### config.mk
export PLATFORM = sky130hd
export DESIGN_NAME = rsp_hex_encoder
export DESIGN_NICKNAME = d
export VERILOG_FILES = /design/src/rtl/rs232_pkg.sv /design/src/rtl/rsp_hex_encoder.sv
export SDC_FILE = /design/constraint.sdc
export NUM_CORES = 1
export LEC_CHECK = 0
export CORE_UTILIZATION = 50
export CTS_CLUSTER_DIAMETER = 200
export DETAILED_ROUTE_END_ITERATION = 6
export PLACE_DENSITY = 0.78
export REMOVE_ABC_BUFFERS = 1
export SYNTH_ARGS = -nofsm -noshare
export SYNTH_HDL_FRONTEND = slang
export SYNTH_SLANG_ARGS = --single-unit
### constraint.sdc
create_clock -name clk -period 1.9 [get_ports clk]
set_clock_uncertainty 0.1 [all_clocks]
set_input_delay 0.38 -clock clk [delete_from_list [all_inputs] [get_ports clk]]
set_output_delay 0.38 -clock clk [all_outputs]
set_load 0.005 [all_outputs]
### src/rtl/rs232_pkg.sv
// Shared definitions for the RS-232 hex command/response paths: ASCII
// constants, FSM state encoding and the nibble-to-ASCII conversion.
package rs232_pkg;

    localparam logic [7:0] CHAR_CR   = 8'h0D;
    localparam logic [7:0] CHAR_LF   = 8'h0A;
    localparam logic [7:0] CHAR_0    = 8'h30;
    localparam logic [7:0] CHAR_A_UC = 8'h41;
    localparam logic [7:0] CHAR_A_LC = 8'h61;

    typedef enum logic [2:0] {
        ST_IDLE = 3'd0,
        ST_POP  = 3'd1,
        ST_LOAD = 3'd2,
        ST_HEX  = 3'd3,
        ST_CR   = 3'd4,
        ST_LF   = 3'd5
    } state_t;

    // 0-9 map to '0'-'9', 10-15 map to 'A'-'F' or 'a'-'f'
    function automatic logic [7:0] nib2ascii(input logic [3:0] nib, input logic uppercase);
        if (nib < 4'd10)
            return CHAR_0 + {4'h0, nib};
        else
            return (uppercase ? CHAR_A_UC : CHAR_A_LC) + {4'h0, nib} - 8'd10;
    endfunction

endpackage

### src/rtl/rsp_hex_encoder.sv
// Response path: pops binary words from the response FIFO and writes them
// to the TX FIFO as ASCII hex, most significant nibble first, followed by an
// optional CR/LF. Back-pressure from the TX FIFO simply holds the FSM in
// place; the character on tx_fifo_din only depends on registered state so
// it stays stable through a stall.
module rsp_hex_encoder
    import rs232_pkg::*;
#(
    parameter int P_DATA_W    = 32,
    parameter int P_EOL_CR    = 1,
    parameter int P_EOL_LF    = 1,
    parameter int P_UPPERCASE = 1
) (
    input  logic                clk,
    input  logic                rst,
    input  logic [P_DATA_W-1:0] rsp_fifo_dout,
    input  logic                rsp_fifo_empty,
    output logic                rsp_fifo_rd_en,
    output logic [7:0]          tx_fifo_din,
    output logic                tx_fifo_wr_en,
    input  logic                tx_fifo_full,
    output logic                busy,
    output logic [15:0]         word_cnt
);

    localparam int P_NIB  = P_DATA_W / 4;
    localparam int NW     = (P_NIB > 1) ? $clog2(P_NIB) : 1;
    localparam bit HAS_CR = (P_EOL_CR != 0);
    localparam bit HAS_LF = (P_EOL_LF != 0);
    localparam bit HAS_UC = (P_UPPERCASE != 0);

    generate
        if (P_DATA_W % 4 != 0) begin : g_cfg_err
            $error("rsp_hex_encoder: P_DATA_W must be a multiple of 4");
        end
    endgenerate

    state_t                state_q;
    state_t                state_d;
    logic [P_DATA_W-1:0]   shreg;
    logic [NW-1:0]         nib_cnt;
    logic                  last_char;

    // State register
    always_ff @(posedge clk or posedge rst) begin
        if (rst)
            state_q <= ST_IDLE;
        else
            state_q <= state_d;
    end

    // Next state: character states only advance on an accepted write
    always_comb begin
        state_d = state_q;
        case (state_q)
            ST_IDLE: if (!rsp_fifo_empty) state_d = ST_POP;
            ST_POP:  state_d = ST_LOAD;
            ST_LOAD: state_d = ST_HEX;
            ST_HEX:
                if (tx_fifo_wr_en && nib_cnt == '0)
                    state_d = HAS_CR ? ST_CR : (HAS_LF ? ST_LF : ST_IDLE);
            ST_CR:   if (tx_fifo_wr_en) state_d = HAS_LF ? ST_LF : ST_IDLE;
            ST_LF:   if (tx_fifo_wr_en) state_d = ST_IDLE;
            default: state_d = ST_IDLE;
        endcase
    end

    // Outputs: pop strobe, character/strobe toward TX FIFO, end-of-word flag
    always_comb begin
        rsp_fifo_rd_en = 1'b0;
        tx_fifo_wr_en  = 1'b0;
        tx_fifo_din    = 8'h00;
        last_char      = 1'b0;
        busy           = (state_q != ST_IDLE);
        case (state_q)
            ST_POP: rsp_fifo_rd_en = 1'b1;
            ST_HEX: begin
                tx_fifo_wr_en = !tx_fifo_full;
                tx_fifo_din   = nib2ascii(shreg[P_DATA_W-1 -: 4], HAS_UC);
                last_char     = (nib_cnt == '0) && !HAS_CR && !HAS_LF;
            end
            ST_CR: begin
                tx_fifo_wr_en = !tx_fifo_full;
                tx_fifo_din   = CHAR_CR;
                last_char     = !HAS_LF;
            end
            ST_LF: begin
                tx_fifo_wr_en = !tx_fifo_full;
                tx_fifo_din   = CHAR_LF;
                last_char     = 1'b1;
            end
            default: ;
        endcase
    end

    // Datapath: load word, shift out a nibble per accepted write, count words
    always_ff @(posedge clk or posedge rst) begin
        if (rst) begin
            shreg    <= '0;
            nib_cnt  <= '0;
            word_cnt <= '0;
        end else begin
            if (state_q == ST_LOAD) begin
                shreg   <= rsp_fifo_dout;
                nib_cnt <= NW'(P_NIB - 1);
            end else if (state_q == ST_HEX && tx_fifo_wr_en) begin
                shreg   <= shreg << 4;
                nib_cnt <= nib_cnt - 1'b1;
            end
            if (tx_fifo_wr_en && last_char)
                word_cnt <= word_cnt + 16'd1;
        end
    end

endmodule

# Word-level counts from Yosys, hierarchy flattened

Cells that the tools add are included.

$add $sub $neg: 5
Muxes and demuxes: 14
Reductions and logical operators: 10
Magnitude comparators: 1
Equal/unequal tests: 9

Operators with widths:

| kind                                                               | number |
|---|---|
| 32-bit two-way mux                                                 | 2 |
| 8-bit case mux with 3 select lines                                 | 1 |
| 3-bit two-way mux                                                  | 6 |
| 3-bit case mux with 6 select lines                                 | 1 |
| 16-bit by 1-bit adder with 16-bit output, second input constant    | 1 |
| 7-bit by 4-bit adder with 8-bit output, first input constant       | 1 |
| 8-bit two-way mux                                                  | 1 |
| 2-bit inequality test, second input constant                       | 4 |
| 8-bit by 4-bit subtractor with 8-bit output, second input constant | 1 |
| 6-bit by 4-bit adder with 7-bit output, first input constant       | 1 |
| 3-bit by 2-bit == test with 1-bit output, second input constant    | 2 |
| 3-bit == test, second input constant                               | 2 |
| 3-bit zero test                                                    | 2 |
| 4-bit < comparator, second input constant                          | 1 |
| 4-bit AND reduction                                                | 1 |
| 3-bit by 1-bit == test with 1-bit output, second input constant    | 1 |
| 1-bit logical AND                                                  | 3 |
| 1-bit two-way mux                                                  | 3 |
| 3-bit nonzero test                                                 | 1 |
| 3-bit OR reduction                                                 | 1 |
| 3-bit by 1-bit subtractor with 3-bit output, second input constant | 1 |
| 2-bit nonzero test                                                 | 1 |
| 1-bit zero test                                                    | 1 |

Bits in registers: 54
Output and inout bits: 27
Input port bits: 36

# Longest topological paths before layout

Depth in word-level cells: 6
Depth in mapped cells: 7

# Worst setup path after synthesis

OpenSTA, ideal clock, no wires.

Path kind: reg2out
Start point: register state_q[1]
End point: output tx_fifo_din[3]
Setup slack: 0.212 ns
Required time: 1.420 ns
Data arrival time: 1.208 ns
Buffers on the path: 2
Stages on the path, launching flop included: 7
Path through: dfrtp_1 > buf_2 > nor2b_1 > buf_2 > nand2_1 > nor2_1 > a21bo_2

Word-level cells in the longest chain between the ends: 2
Elaborated cells between the ends (all ways): 4

RTL lines:

| element                                                                   | RTL line              | RTL |
|---|---|---|
| from (decl)                                                               | rsp_hex_encoder.sv:38 | `state_t state_q;` |
| from (signal assigned)                                                    | rsp_hex_encoder.sv:49 | `state_q <= state_d;` |
| 3-bit == test or 3-bit by 2-bit == test with 1-bit output (tied branches) | rsp_hex_encoder.sv:75 | `case (state_q)` |
| 8-bit case mux with 3 select lines (*)                                    | rsp_hex_encoder.sv:75 |  |
| to (decl)                                                                 | rsp_hex_encoder.sv:19 | `output logic [7:0] tx_fifo_din,` |

Mark *: on every way between the ends. The rest lies on a longest branch, timed or not.

# Worst setup path after layout

Start point: register shreg[29]
End point: output tx_fifo_din[2]

Word-level cells in the longest chain between the ends: 4
Elaborated cells between the ends (all ways): 6

RTL lines:

| element                                     | RTL line               | RTL |
|---|---|---|
| from (decl)                                 | rsp_hex_encoder.sv:40  | `logic [P_DATA_W-1:0] shreg;` |
| from (signal assigned)                      | rsp_hex_encoder.sv:104 | `shreg <= rsp_fifo_dout;` |
| from (signal assigned)                      | rsp_hex_encoder.sv:107 | `shreg <= shreg << 4;` |
| 7-bit by 4-bit adder with 8-bit output      | rs232_pkg.sv:25        | `return (uppercase ? CHAR_A_UC : CHAR_A_LC) + {4'h0, nib} - 8'd10;` |
| 8-bit by 4-bit subtractor with 8-bit output | rs232_pkg.sv:25        |  |
| 8-bit two-way mux (*)                       | rs232_pkg.sv:22        | `if (nib < 4'd10)` |
| 8-bit case mux with 3 select lines (*)      | rsp_hex_encoder.sv:75  |  |

Marks and branches as above.

==> reports/qor.txt <==
R2r setup slk: 150 ps
Initial DRC count: 189
Startpoint types: flop
Crit Path Max Fanout: 4
Total number of vias: 2,356
Die width: 75.3 um
Number of synthesis warnings: 0
Fin crit share: 1.02
Pwr dens: 1200 mW/mm^2
Critical path endpoint: tx_fifo_din[2]
Seq/Total Area, Yosys: 0.503
Mapped Cells: 272
Routed WL: 6.28 mm
Residual DRC: 0
Number of nets in the layout: 390
Initial Util: 0.523
Dpl hpwl: 4.36 mm
Dominant synthesized flop cell: dfrtp_1
CP endpoint kind: primary output
CP max stage delay: 410 ps
Fmax: 517 MHz
Drt wl/cell: 14.9 um
CORE AREA: 0.00514 mm^2
RSZ-0062 raised after global routing: true
Slew Viols, Final: 0
Top sig layer: met4
Fin Setup TNS: -71.5 ps
Io pins: 63
Area grow syn2layout: 38.2%
Fin crit period: 1930 ps
Sequential share of power: 0.404
Vias in the first global route: 2,168
Sw frac: 0.348
Worst R2R Start: state_q[2]
Critical Path Start: shreg[29]
CTS Sinks: 54
Number of routed nets with antenna violations: 0
WL met1: 2.83 mm
Post-synth EDFFs: 0
Initial antenna violation count: 0
Top delay family on crit path: flip-flops
Deepest clock path buffer count: 2
Reg clk slew, reported paths: 100 ps
CP cell instances: buf_6 -> o21a_4 -> nand2_2 -> xor2_1 -> o22ai_1 -> buf_2
Worst Path Required: 1420 ps
CTS root buf: clkbuf_8
Clock share of power: 0.170
Area leader, netlist: dfrtp_1
Final non-filler cell total: 421
Inserted Diodes: 0
Yosys cell types: 43
Status: finished, violations left
Bufs and invs on worst path: 2
Leakage: 1.63 nW
Max cap viols: 0
Synth top area cells: dfrtp_1 (50%), o22ai_1 (12%), a21oi_1 (5.8%)
Yosys reg bits: 54
Finished Core Util: 0.722
Die area: 0.00567 mm^2
Reg area: 0.00135 mm^2
Rows: 26
Placed cell areas: 0.00350 mm^2
CTS tree: yes
Yosys top cell area share: 0.503
Logic pwr share: 0.426
Failing checks: setup timing
GRT Overall Usage: 0.233
Met3 wire len: 261 um
Synth Cell Area: 0.00269 mm^2
Final Hold Fails: 0
Post-route cell area: 0.00371 mm^2
Placed insts: 406
Reg2Reg Capture Point: shreg[7]
Async set-reset flop share out of synthesis: 1.00
CP max stage cell: dfrtp_1
Final setup margin: -32.4 ps
CTS H-Tree Depth: 2
Synthesized area per cell: 9.88 um^2
Die Y: 75.3 um
Fill cells: 407
Layout cell share with drive strength beyond 1: 0.208
CP Class: reg2out
Maximum vdd drop: 691 uV
Port-buffer cells: 61
Worst EP arrival: 1450 ps
HP Class: in2async
Worst path depth: 6
Multi-input logic area: 0.00126 mm^2
Met2 wire len: 3.12 mm
Latest clock arrival within the worst-skew pair: 310 ps
CTS Buf Count: 5
Internal power: 0.00289 W
Largest net degree at the start of global routing: 33
PnR Total Power: 0.00444 W
NetSw: 0.00155 W
Pre-antenna DRT Iters: 4
Worst r2r path cells: 8
Congestion Overflow GR: 0
Global-route wire length before repair: 9.85 mm
Gpl congestion: 0.773
Vias per inst: 5.60
Final Setup Violations: 5
==> synth_stat cells (all sizes together) (2+ instances only) <==
cell	count
dfrtp	54
o22ai	50
a21oi	31
nand2	18
nor2	18
buf	16
inv	10
xnor2	9
o21ai	8
xor2	8
nand4	5
a22o	4
a22oi	4
clkbuf	4
ha	4
nand2b	4
nand3	4
nor3	3
and3	2
nor2b	2
==> registers in the layout, summed over array words and instances (netlist names) <==
register	flops
state_q	3
word_cnt	16
nib_cnt	3
shreg	32
==> cells in the final DEF, fill, tap and decap left out, types with 2 or more instances in the layout <==
cell type        Yosys  final
clkbuf_8             0      5
ha_1                 4      3
inv_1                9      6
buf_12               0      4
nand2_2              1      3
buf_6                2      6
a22oi_1              4      4
o21ai_0              8      8
inv_2                1      4
a21oi_1             31     28
nor2_1              18     16
buf_4                3     20
clkinv_2             0      2
clkdlybuf4s50_1      0     51
nand2_1             17     15
and3_1               2      2
xor2_1               8      8
nand2b_4             0      2
nand3_1              3      3
nor3_2               2      2
xnor2_1              9      9
buf_2                9      8
dfrtp_1             54     53
nand2b_1             3      2
nand4_1              4      4
a21oi_2              0      3
o22ai_1             50     49
a22o_1               4      4
==> worst register-to-register path, delay by kind of cell, from the launching register on <==
family          cells  cell delay [ps]
compound gates      2              230
buf+inv             4              670
flops               1              410
simple gates        2              210
==> worst min path at each step <==
| stage | start | end | cells past startpoint |
|---|---|---|---|
| 2_1_floorplan | word_cnt[15] | word_cnt[15] | 1 |
| 3_3_place_gp | word_cnt[15] | word_cnt[15] | 1 |
| 3_5_place_dp | word_cnt[15] | word_cnt[15] | 1 |
| 4_1_cts | rst | word_cnt[5] | 2 |
| 5_1_grt | rst | word_cnt[5] | 2 |
| 6_report | rst | word_cnt[5] | 2 |
==> metal layers <==
layer,GRT usage,up-vias
li1,-,1152
met1,0.316,1127
met2,0.387,70
met3,0.0397,7
met4,0.0679,0
met5,0,-
==> power by group through the flow <==
stage	Clock [W]	Combinational, W	Sequential, W
2_1_floorplan	0	0.000968	0.00177
3_3_place_gp	0	0.00169	0.00178
3_5_place_dp	0	0.00176	0.00180
4_1_cts	0.000778	0.00181	0.00178
5_1_grt	0.000815	0.00208	0.00184
6_report	0.000755	0.00189	0.00179
==> logic make-up after synthesis <==
kind of cell / count (synthesis) / share of synthesized area
AO/OA/AOI/OAI: 103 / 0.233
XOR/XNOR: 17 / 0.0554
adder cells (fa/ha/maj): 4 / 0.0186
buffers and inverters: 30 / 0.0559
flip-flops: 54 / 0.503
multiplexers: 2 / 0.00791
other: 1 / 0.00140
AND/OR/NAND/NOR: 61 / 0.125
==> repair_timing <==
item / in CTS / in global routing
gates cloned: 0 / 0
hold buffers: 0 / 0
endpoints found under the setup margin: 10 / 25
resized for setup: 53 / 11
pin swaps: 6 / 3
buffers inserted: 6 / 1
==> area by class of cell <==
class                   count  share of cell area
flip-flops and latches     54               0.364
multi-input cells         188               0.339
repair buffers             91               0.234
well taps                  70              0.0236
clock buffers               5              0.0185
clock inverters             3              0.0108
inverters                  10              0.0101
==> stage by stage <==
step | hold slack, ps | worst slack [ps]
2_1_floorplan | 365 | -988
3_3_place_gp | 359 | -151
3_5_place_dp | 381 | -173
4_1_cts | 306 | -65.9
5_1_grt | 319 | -95.0
6_report | 298 | -32.4
Power figures use the tool's default switching activity.
